$ cat src/rtl/debug_pkg.sv
// Shared types and constants for the debug dump controller.
package debug_pkg;

    typedef enum logic [1:0] {
        IDLE  = 2'd0,
        ARM   = 2'd1,
        DUMP  = 2'd2,
        DRAIN = 2'd3
    } dump_state_e;

    localparam int DROP_CNT_W = 16;

    function automatic logic [DROP_CNT_W-1:0] sat_inc(input logic [DROP_CNT_W-1:0] v);
        return (v == {DROP_CNT_W{1'b1}}) ? v : v + DROP_CNT_W'(1);
    endfunction

endpackage

$ cat src/rtl/debug_dump_fifo.sv
// Synchronous show-ahead FIFO with a registered head word and synchronous flush.
module debug_dump_fifo #(
    parameter int WIDTH = 33,
    parameter int DEPTH = 16
) (
    input  logic             clk,
    input  logic             rst,
    input  logic             flush,
    input  logic             push,
    input  logic [WIDTH-1:0] push_data,
    input  logic             pop,
    output logic [WIDTH-1:0] head,
    output logic             full,
    output logic             empty
);
    localparam int PTR_W = $clog2(DEPTH);
    localparam logic [PTR_W:0] DEPTH_C = (PTR_W+1)'(DEPTH);

    logic [WIDTH-1:0] mem_q [DEPTH];
    logic [PTR_W-1:0] wr_ptr_q, wr_ptr_d, rd_ptr_q, rd_ptr_d;
    logic [PTR_W:0]   cnt_q, cnt_d, cnt_rem_s;
    logic [WIDTH-1:0] head_q, head_d;
    logic             push_ok_s, pop_ok_s;

    assign full      = (cnt_q == DEPTH_C);
    assign empty     = (cnt_q == '0);
    assign head      = head_q;
    assign push_ok_s = push && !full;
    assign pop_ok_s  = pop && !empty;

    // Pointer/count next state and the word that becomes the next head.
    always_comb begin
        wr_ptr_d  = wr_ptr_q + PTR_W'(push_ok_s);
        rd_ptr_d  = rd_ptr_q + PTR_W'(pop_ok_s);
        cnt_rem_s = cnt_q - (PTR_W+1)'(pop_ok_s);
        cnt_d     = cnt_rem_s + (PTR_W+1)'(push_ok_s);
        head_d    = head_q;
        // When nothing else remains, the incoming word goes straight to the head.
        if (cnt_d == '0) begin
            head_d = head_q;
        end else if (cnt_rem_s == '0) begin
            head_d = push_data;
        end else begin
            head_d = mem_q[rd_ptr_d];
        end
    end

    // Control state: pointers, count and head register.
    always_ff @(posedge clk or posedge rst) begin
        if (rst) begin
            wr_ptr_q <= '0;
            rd_ptr_q <= '0;
            cnt_q    <= '0;
            head_q   <= '0;
        end else if (flush) begin
            wr_ptr_q <= '0;
            rd_ptr_q <= '0;
            cnt_q    <= '0;
            head_q   <= '0;
        end else begin
            wr_ptr_q <= wr_ptr_d;
            rd_ptr_q <= rd_ptr_d;
            cnt_q    <= cnt_d;
            head_q   <= head_d;
        end
    end

    // Storage array write port.
    always_ff @(posedge clk) begin
        if (push_ok_s) begin
            mem_q[wr_ptr_q] <= push_data;
        end
    end

endmodule

$ cat src/rtl/debug_dump_ctrl.sv
// Debug dump controller: captures one full generator sweep from memory into a valid/ready stream.
// Optional macro DEBUG_DUMP_TAG_EN adds the m_addr source-address output.
module debug_dump_ctrl
    import debug_pkg::*;
#(
    parameter int LENGTH     = 12000,
    // One extra code so the generator's terminal value LENGTH is representable.
    parameter int ADDR_W     = $clog2(LENGTH + 1),
    parameter int DATA_W     = 32,
    parameter int RD_LAT     = 1,
    parameter int FIFO_DEPTH = 16
) (
    input  logic                  clk,
    input  logic                  rst,
    input  logic                  start,
    input  logic                  abort,
    input  logic [ADDR_W-1:0]     debug_addr,
    output logic                  mem_rd_en,
    output logic [ADDR_W-1:0]     mem_rd_addr,
    input  logic [DATA_W-1:0]     mem_rd_data,
    output logic                  m_valid,
    input  logic                  m_ready,
    output logic [DATA_W-1:0]     m_data,
    output logic                  m_last,
`ifdef DEBUG_DUMP_TAG_EN
    output logic [ADDR_W-1:0]     m_addr,
`endif
    output logic                  busy,
    output logic                  done,
    output logic                  overflow,
    output logic [DROP_CNT_W-1:0] drop_cnt
);
    localparam logic [ADDR_W-1:0] LAST_ADDR = ADDR_W'(LENGTH - 1);
    localparam logic [ADDR_W-1:0] END_ADDR  = ADDR_W'(LENGTH);
`ifdef DEBUG_DUMP_TAG_EN
    localparam int FW = DATA_W + ADDR_W + 1;
`else
    localparam int FW = DATA_W + 1;
`endif

    dump_state_e           state_q, state_d;
    logic                  rd_issue_s, done_s, clr_stats_s;
    logic [RD_LAT-1:0]     pv_q, pl_q;
    logic                  overflow_q;
    logic [DROP_CNT_W-1:0] drop_cnt_q;
    logic [FW-1:0]         push_word_s, head_s;
    logic                  fifo_full_s, fifo_empty_s;

    // Next state and read strobe; abort overrides everything.
    always_comb begin
        state_d     = state_q;
        rd_issue_s  = 1'b0;
        done_s      = 1'b0;
        clr_stats_s = 1'b0;
        case (state_q)
            IDLE: begin
                if (start) begin
                    state_d     = ARM;
                    clr_stats_s = 1'b1;
                end else begin
                    state_d = IDLE;
                end
            end
            ARM: begin
                if (debug_addr == '0) begin
                    rd_issue_s = 1'b1;
                    state_d    = DUMP;
                end else begin
                    state_d = ARM;
                end
            end
            DUMP: begin
                rd_issue_s = (debug_addr < END_ADDR);
                if (debug_addr == LAST_ADDR) begin
                    state_d = DRAIN;
                end else begin
                    state_d = DUMP;
                end
            end
            DRAIN: begin
                if (!(|pv_q) && fifo_empty_s) begin
                    state_d = IDLE;
                    done_s  = 1'b1;
                end else begin
                    state_d = DRAIN;
                end
            end
            default: begin
                state_d = IDLE;
            end
        endcase
        if (abort) begin
            state_d     = IDLE;
            rd_issue_s  = 1'b0;
            done_s      = 1'b0;
            clr_stats_s = 1'b0;
        end else begin
            state_d = state_d;
        end
    end

    // FSM state register.
    always_ff @(posedge clk or posedge rst) begin
        if (rst) state_q <= IDLE;
        else     state_q <= state_d;
    end

    // Read-pipeline valid/last flags, aligned with mem_rd_data at the last stage.
    always_ff @(posedge clk or posedge rst) begin
        if (rst) begin
            pv_q <= '0;
            pl_q <= '0;
        end else if (abort) begin
            pv_q <= '0;
            pl_q <= '0;
        end else begin
            for (int i = RD_LAT - 1; i > 0; i--) begin
                pv_q[i] <= pv_q[i-1];
                pl_q[i] <= pl_q[i-1];
            end
            pv_q[0] <= rd_issue_s;
            pl_q[0] <= rd_issue_s && (debug_addr == LAST_ADDR);
        end
    end

`ifdef DEBUG_DUMP_TAG_EN
    logic [ADDR_W-1:0] pa_q [RD_LAT];

    // Source address travels alongside the valid/last flags.
    always_ff @(posedge clk or posedge rst) begin
        if (rst) begin
            for (int i = 0; i < RD_LAT; i++) pa_q[i] <= '0;
        end else begin
            for (int i = RD_LAT - 1; i > 0; i--) pa_q[i] <= pa_q[i-1];
            pa_q[0] <= debug_addr;
        end
    end

    assign push_word_s = {pa_q[RD_LAT-1], pl_q[RD_LAT-1], mem_rd_data};
    assign m_addr      = head_s[FW-1 -: ADDR_W];
`else
    assign push_word_s = {pl_q[RD_LAT-1], mem_rd_data};
`endif

    // Sticky drop statistics; a push into a full FIFO is lost.
    always_ff @(posedge clk or posedge rst) begin
        if (rst) begin
            overflow_q <= 1'b0;
            drop_cnt_q <= '0;
        end else if (clr_stats_s) begin
            overflow_q <= 1'b0;
            drop_cnt_q <= '0;
        end else if (pv_q[RD_LAT-1] && fifo_full_s && !abort) begin
            overflow_q <= 1'b1;
            drop_cnt_q <= sat_inc(drop_cnt_q);
        end else begin
            overflow_q <= overflow_q;
            drop_cnt_q <= drop_cnt_q;
        end
    end

    debug_dump_fifo #(
        .WIDTH (FW),
        .DEPTH (FIFO_DEPTH)
    ) u_fifo (
        .clk       (clk),
        .rst       (rst),
        .flush     (abort),
        .push      (pv_q[RD_LAT-1]),
        .push_data (push_word_s),
        .pop       (m_ready),
        .head      (head_s),
        .full      (fifo_full_s),
        .empty     (fifo_empty_s)
    );

    assign mem_rd_en   = rd_issue_s;
    assign mem_rd_addr = rd_issue_s ? debug_addr : '0;
    assign m_valid     = !fifo_empty_s;
    assign m_data      = head_s[DATA_W-1:0];
    assign m_last      = head_s[DATA_W] && !fifo_empty_s;
    assign busy        = (state_q != IDLE);
    assign done        = done_s;
    assign overflow    = overflow_q;
    assign drop_cnt    = drop_cnt_q;

endmodule

$ cat config.mk
export PLATFORM = sky130hd
export DESIGN_NAME = debug_dump_ctrl
export DESIGN_NICKNAME = d
export VERILOG_FILES = /design/src/rtl/debug_pkg.sv /design/src/rtl/debug_dump_fifo.sv /design/src/rtl/debug_dump_ctrl.sv
export SDC_FILE = /design/constraint.sdc
export NUM_CORES = 1
export LEC_CHECK = 0
export BUFFER_PORTS_ARGS = -buffer_cell sky130_fd_sc_hd__buf_4
export CORE_MARGIN = 2
export CORE_UTILIZATION = 62
export CTS_CLUSTER_DIAMETER = 200
export DETAILED_ROUTE_END_ITERATION = 10
export HOLD_SLACK_MARGIN = 0.08
export PLACE_DENSITY = 0.8
export SYNTH_ARGS = -nofsm -noshare
export SYNTH_HDL_FRONTEND = slang
export SYNTH_SLANG_ARGS = --single-unit
export TNS_END_PERCENT = 30
$ cat constraint.sdc
create_clock -name clk -period 6.7 [get_ports clk]
set_clock_uncertainty 0.05 [all_clocks]
set_input_delay 0 -clock clk [delete_from_list [all_inputs] [get_ports clk]]
set_output_delay 0 -clock clk [all_outputs]
set_load 0.05 [all_outputs]
======== Word level (Yosys, flattened, before mapping) ========
Memories as Yosys holds them, arrays and structs flattened.
Cells that the tools add are included.
word-level totals
  RAM bits ................................ 528
  input bits .............................. 51
  output and inout port bits .............. 68
  bits in registers ....................... 67
  word-level logic and storage cells ...... 74
  memories kept ........................... 1
cells by class
  eq/ne operators ......................... 8
  reductions and logical operators ........ 19
  add/subtract/negate cells ............... 5
  multiplexer cells ....................... 31
  $lt $le $gt $ge ......................... 1
memory list
  memory        words  width  rd ports  clocked after Yosys merged registers in  wr ports  line                   source
  u_fifo.mem_q  16     33     1         0                                        1         debug_dump_fifo.sv:19  logic [WIDTH-1:0] mem_q [DEPTH];
operators with widths
  operator                                             count
  two-way mux 33 bit                                   3
  two-way mux 16 bit                                   3
  adder 16 x 1 -> 16 bit, second input constant        1
  equality test 16 bit, second input constant          1
  two-way mux 1 bit                                    16
  zero test 5 bit                                      3
  equality test 14 bit, second input constant          1
  zero test 14 bit                                     1
  < comparator 14 bit, second input constant           1
  two-way mux 14 bit                                   1
  adder 4 x 1 -> 4 bit                                 2
  two-way mux 4 bit                                    2
  one-hot mux 2 bit (4 select lines)                   1
  logical AND 1 bit                                    7
  two-way mux 2 bit                                    3
  adder 5 x 1 -> 5 bit                                 1
  equality test 5 bit, second input constant           1
  two-way mux 5 bit                                    1
  subtractor 5 x 1 -> 5 bit                            1
  equality test 2 bit, second input constant           2
  zero test 1 bit                                      4
  != test 2 bit, second input constant                 2
  nonzero test 2 bit                                   2
  equality test 2 x 1 -> 1 bit, second input constant  1
  3 further kinds                                      3

======== Depth between registers and ports, before layout ========
  depth in word-level cells ............... 8
  mapped depth ............................ 14
  depth with buffers taken out ............ 12

======== Cells and area by module ========
A second synthesis with hierarchy kept.
unflattened totals
  cell total of the unflattened synthesis .. 1224
  area total of the unflattened synthesis .. 23912.9 µm²
by module, submodules not included
  module           area an instance (µm²)  cells each  sequential area each (µm²)  instances
  debug_dump_fifo  22400.2                 1051        17006.3                     1
  debug_dump_ctrl  1512.7                  173         525.5                       1

======== Least setup slack after synthesis ========
No wires, ideal clock.
  kind .................................... flip-flop to flip-flop
  start point ............................. register u_fifo.cnt_q[2]
  end point ............................... memory u_fifo.mem_q[0][0], enable pin
  data arrival time ....................... 3.700 ns
  required time ........................... 6.186 ns
  path buffers ............................ 0
  period minus slack after synthesis ...... 4.214 ns
  stages on the path, launching flop included .. 5
  setup slack ............................. 2.486 ns
  library setup time ...................... 0.464 ns
  cells stage by stage .................... dfrtp_1 > nor4_1 > a21boi_0 > or3b_2 > nor3_1
between the ends
  longest elaborated chain between the ends .. 5
RTL lines
  what                                     line                   source
  from (decl)                              debug_dump_fifo.sv:21  logic [PTR_W:0] cnt_q, cnt_d, cnt_rem_s;
  from (signal assigned)                   debug_dump_fifo.sv:63  cnt_q <= cnt_d;
  equality test 5 bit                      debug_dump_fifo.sv:25  assign full = (cnt_q == DEPTH_C);
  zero test 1 bit                          debug_dump_fifo.sv:28  assign push_ok_s = push && !full;
  logical AND 1 bit                        debug_dump_fifo.sv:28
  two-way mux 1 bit                        debug_dump_fifo.sv:70  if (push_ok_s) begin
  two-way mux 1 bit (implied by the code)  debug_dump_fifo.sv:71  mem_q[wr_ptr_q] <= push_data;
  to (decl)                                debug_dump_fifo.sv:19
Every way passes these cells.

======== Worst setup path after layout ========
  start point ............................. register u_fifo.cnt_q[1]
  end point ............................... register u_fifo.head_q[9], in the netlist u_fifo.head[9]
between the ends
  longest elaborated chain between the ends .. 8
  elaborated cells on any way between the ends .. 16
  those cells by class .................... add/sub: 3; eq/ne: 2; mux: 3; reduce/logical: 7; memory: 1
RTL lines
  what                                                                               line                   source
  parallel branches: the longest is 8 deep, another holds subtractor 5 x 1 -> 5 bit  -
  to (signal assigned)                                                               debug_dump_fifo.sv:54  head_q <= '0;
  to (signal assigned)                                                               debug_dump_fifo.sv:59  head_q <= '0;
  to (signal assigned)                                                               debug_dump_fifo.sv:64  head_q <= head_d;
  to (decl)                                                                          debug_dump_fifo.sv:22  logic [WIDTH-1:0] head_q, head_d;
Several ways; the timed one is not identified. The select of a mux whose other input is x is not followed.
A chain may end at the register's enable or synchronous reset.

==> metrics.txt <==
worst vdd ir 489 uV; number of synthesized register bits 595; power density over the cells 409 nW/um2; vias 14,800; total grt overflow 0; Fin Setup TNS 0 ns; initial standard-cell utilization of the core 62.6%; worst path cell trace nor4_1 -> nand2b_1 -> and2_1 -> ha_1 -> ha_1 -> inv_1 -> ha_1 -> and4b_1 -> a41oi_1 -> xnor2_2 -> buf_4 -> or3_1 -> buf_4 -> a31o_1; actual transition at the worst max-transition pin 1.40 ns; fill cell instance count of the final layout 2,466; total of hold buffers inserted after clock tree synthesis 47; fraction of layout cells with a size suffix above 1 15.3%; Num Clock Sinks 595; timing-limited maximum frequency 218 MHz; Pins Over Slew Limit 0; run status completed; HPWL after DPL 30.3 mm; number of library cell types mapped by synthesis 47; total clock buffers created by CTS 56; Max Cap Violations 0; Total GRT Usage 27.8%; critical-path cell with the highest stage delay or3_1; most frequent cells in the layout edfxtp_1 (528), mux2i_1 (267), buf_4 (150); number of global-route vias before repair 14,700; number of gates given a new drive strength after cts 0; synthesized netlist net count 1,670; Crit path buffers/inverters 3; warning count from the yosys run 0; category of the worst setup path capture point flip-flop; Async SR Flop Fraction 11.3%; remaining antenna violation count 0; Skew-Pair Late Insertion Delay 0.60 ns; post-CTS setup buffers 0; Synth area leaders edfxtp_1 (64%), mux2i_1 (11%), dfrtp_1 (6.8%), nand3_1 (2.9%), a22o_1 (2.3%); Leak 9.65 nW; most common cell after layout, fill and taps aside edfxtp_1; Mapped Avg Cell Area 15.5 um2; post-route fraction of the period consumed by the critical path 68.5%; post-detailed-route wirelength per cell 24.8 um; H-tree level count 2; worst-case clock buffer depth 3; CTS tree built; clock period minus worst slack 4.59 ns; tightest slew margin relative to the limit 6.64%; critical-path maximum fanout 35; # IOs 119; number of antenna violations at the first check in global routing 1; die area 41,600 um2; post-layout instance count excluding filler cells 2,293; Layout Area Growth over Synthesis 14.8%; crit path setup slack, layout 2.11 ns; number of violations reported at the end of detailed-routing iteration 0 1,480; maximum number of pins on one net before global-route repair 115; startpoint kind of the worst setup timing path flip-flop; category of the most critical setup path flip-flop to flip-flop; type of the worst min-delay path input port to flip-flop; EDFF count, synth 528; Hold Violations, Final 0; final core utilization 71.9%; top_reg_cell synth edfxtp_1; count of buffers inserted at the top-level ports 118; placer's final routability congestion estimate 0.860; Clk Tree Root Cell clkbuf_16; cell type contributing the most total cell area after synthesis edfxtp_1; cell area after placement 26,200 um2; Design Area, Final 28,500 um2; Gate Count Post-Synth 1,605; worst setup slack after placement 2.20 ns; endpoint required time on the critical path 7.18 ns; dominant cell type by count on the critical path ha_1; Core ar. 39,600 um2; first-pass GRT wire length 86.7 mm; biggest cell delay along the critical path 0.71 ns; antenna diode count 0; remaining design rule violation count 0; number of endpoints failing setup at the final stage 0; clock slew at the register clock pins of the worst setup and hold paths 0.06 ns; placed instance count 2,142; height of the chip 204 um; Mapped Area 24,800 um2; cell family with most CP delay simple AND/OR/NAND/NOR gates; RSZ-0062 raised after global routing no; Yosys top cell area share 63.9%; floorplan row count 73; total detailed-routing wirelength 56.9 mm; Vias per Instance 6.45; final layout net count 1,787; endpoint arrival time on the critical path 5.07 ns; number of detailed-routing iterations run before antenna repair 6; Chip Width 204 um; sequential fraction of the synthesis area 70.7%
==> cells by family (layout without fill, tap and decap cells) <==
family / Yosys count / count (layout) / synth area share [%]
buffers and inverters: 186 / 349 / 3.52
AND/OR/NAND/NOR: 338 / 338 / 7.78
multiplexers: 267 / 267 / 10.8
AO/OA/AOI/OAI: 184 / 184 / 5.80
adder cells (fa/ha/maj): 14 / 14 / 0.706
flip-flops: 595 / 595 / 70.7
XOR/XNOR: 21 / 21 / 0.742
==> report_power, final <==
part	internal [mW]	switching, mW
logic	1.46	2.76
clock network	1.83	1.32
registers	4.16	0.115
==> Yosys cell counts, types with 2 or more instances <==
cell	instances
nand2b_1	9
buf_6	3
nor4b_1	34
o21ai_0	36
nand2_1	13
a31o_1	33
nor3_1	11
a21oi_1	8
nor2_1	35
xnor2_1	15
ha_1	14
a221oi_1	33
nor2b_1	9
and4_1	5
or3_1	2
and2_1	20
nor3b_1	2
buf_4	32
nand3b_1	3
mux2i_1	267
buf_2	26
a22o_1	66
buf_1	11
edfxtp_1	528
nor4_1	9
inv_1	45
xor2_1	6
nand3_1	142
dfrtp_1	67
clkbuf_1	68
nand4_1	37
==> per-stage QoR <==
step | total power, mW | hold slack, ns
2_1_floorplan | 7.34 | 0.0489
3_3_place_gp | 8.37 | 0.248
3_5_place_dp | 8.48 | 0.254
4_1_cts | 11.6 | 0.148
5_1_grt | 12.1 | 0.208
6_report | 11.6 | 0.170
==> final timing paths <==
kind | from | endpoint | slack, ns | depth (start not counted)
max in group asynchronous | rst | drop_cnt[5]$_DFFE_PP0P_ | 5.74 | 4
worst max-delay path | u_fifo.cnt_q[1]$_DFF_PP0_ | u_fifo.head[9]$_DFFE_PP0P_ | 2.11 | 14
worst min-delay path | m_ready | u_fifo.cnt_q[0]$_DFF_PP0_ | 0.17 | 6
min in group asynchronous | rst | u_fifo.head[4]$_DFFE_PP0P_ | 0.20 | 4
worst min register to register | overflow$_DFFE_PP0P_ | overflow$_DFFE_PP0P_ | 0.47 | 2
worst max register to register | u_fifo.cnt_q[1]$_DFF_PP0_ | u_fifo.head[9]$_DFFE_PP0P_ | 2.11 | 14
==> per-layer routing <==
| layer | wire (um) | part of all wire (%) | up-vias | track usage (%) |
|---|---|---|---|---|
| met5 | 11 | 0.019 | - | 0 |
| met4 | 1970 | 3.5 | 2 | 11.1 |
| met3 | 4700 | 8.3 | 142 | 5.47 |
| met2 | 27800 | 49 | 748 | 45.1 |
| met1 | 22500 | 40 | 7417 | 37.4 |
| li1 | - | - | 6470 | - |
==> cell type report <==
cell class | count | area (um2) | area share (%)
Timing Repair Buffer | 199 | 1640 | 5.75
Clock buffer | 78 | 1620 | 5.68
Clock inverter | 26 | 239 | 0.839
Inverter | 46 | 174 | 0.611
Tap cell | 525 | 657 | 2.31
Sequential cell | 595 | 17500 | 61.5
Multi-Input combinational cell | 824 | 6630 | 23.3
==> sequential cells by signal, indices dropped and copies added (netlist names) <==
| name | flops |
|---|---|
| u_fifo.wr_ptr_q | 4 |
| pv_q | 1 |
| u_fifo.mem_q | 528 |
| u_fifo.head | 33 |
| u_fifo.cnt_q | 5 |
| u_fifo.rd_ptr_q | 4 |
| drop_cnt | 16 |
| state_q | 2 |
| pl_q | 1 |
| overflow | 1 |
==> tightest hold or removal path, cell delays in order <==
cell     delay, ns
buf_4         0.08
and2_1        0.14
ha_1          0.23
inv_1         0.07
ha_1          0.14
nor2b_1       0.12
(Power assumes the default switching activity.)
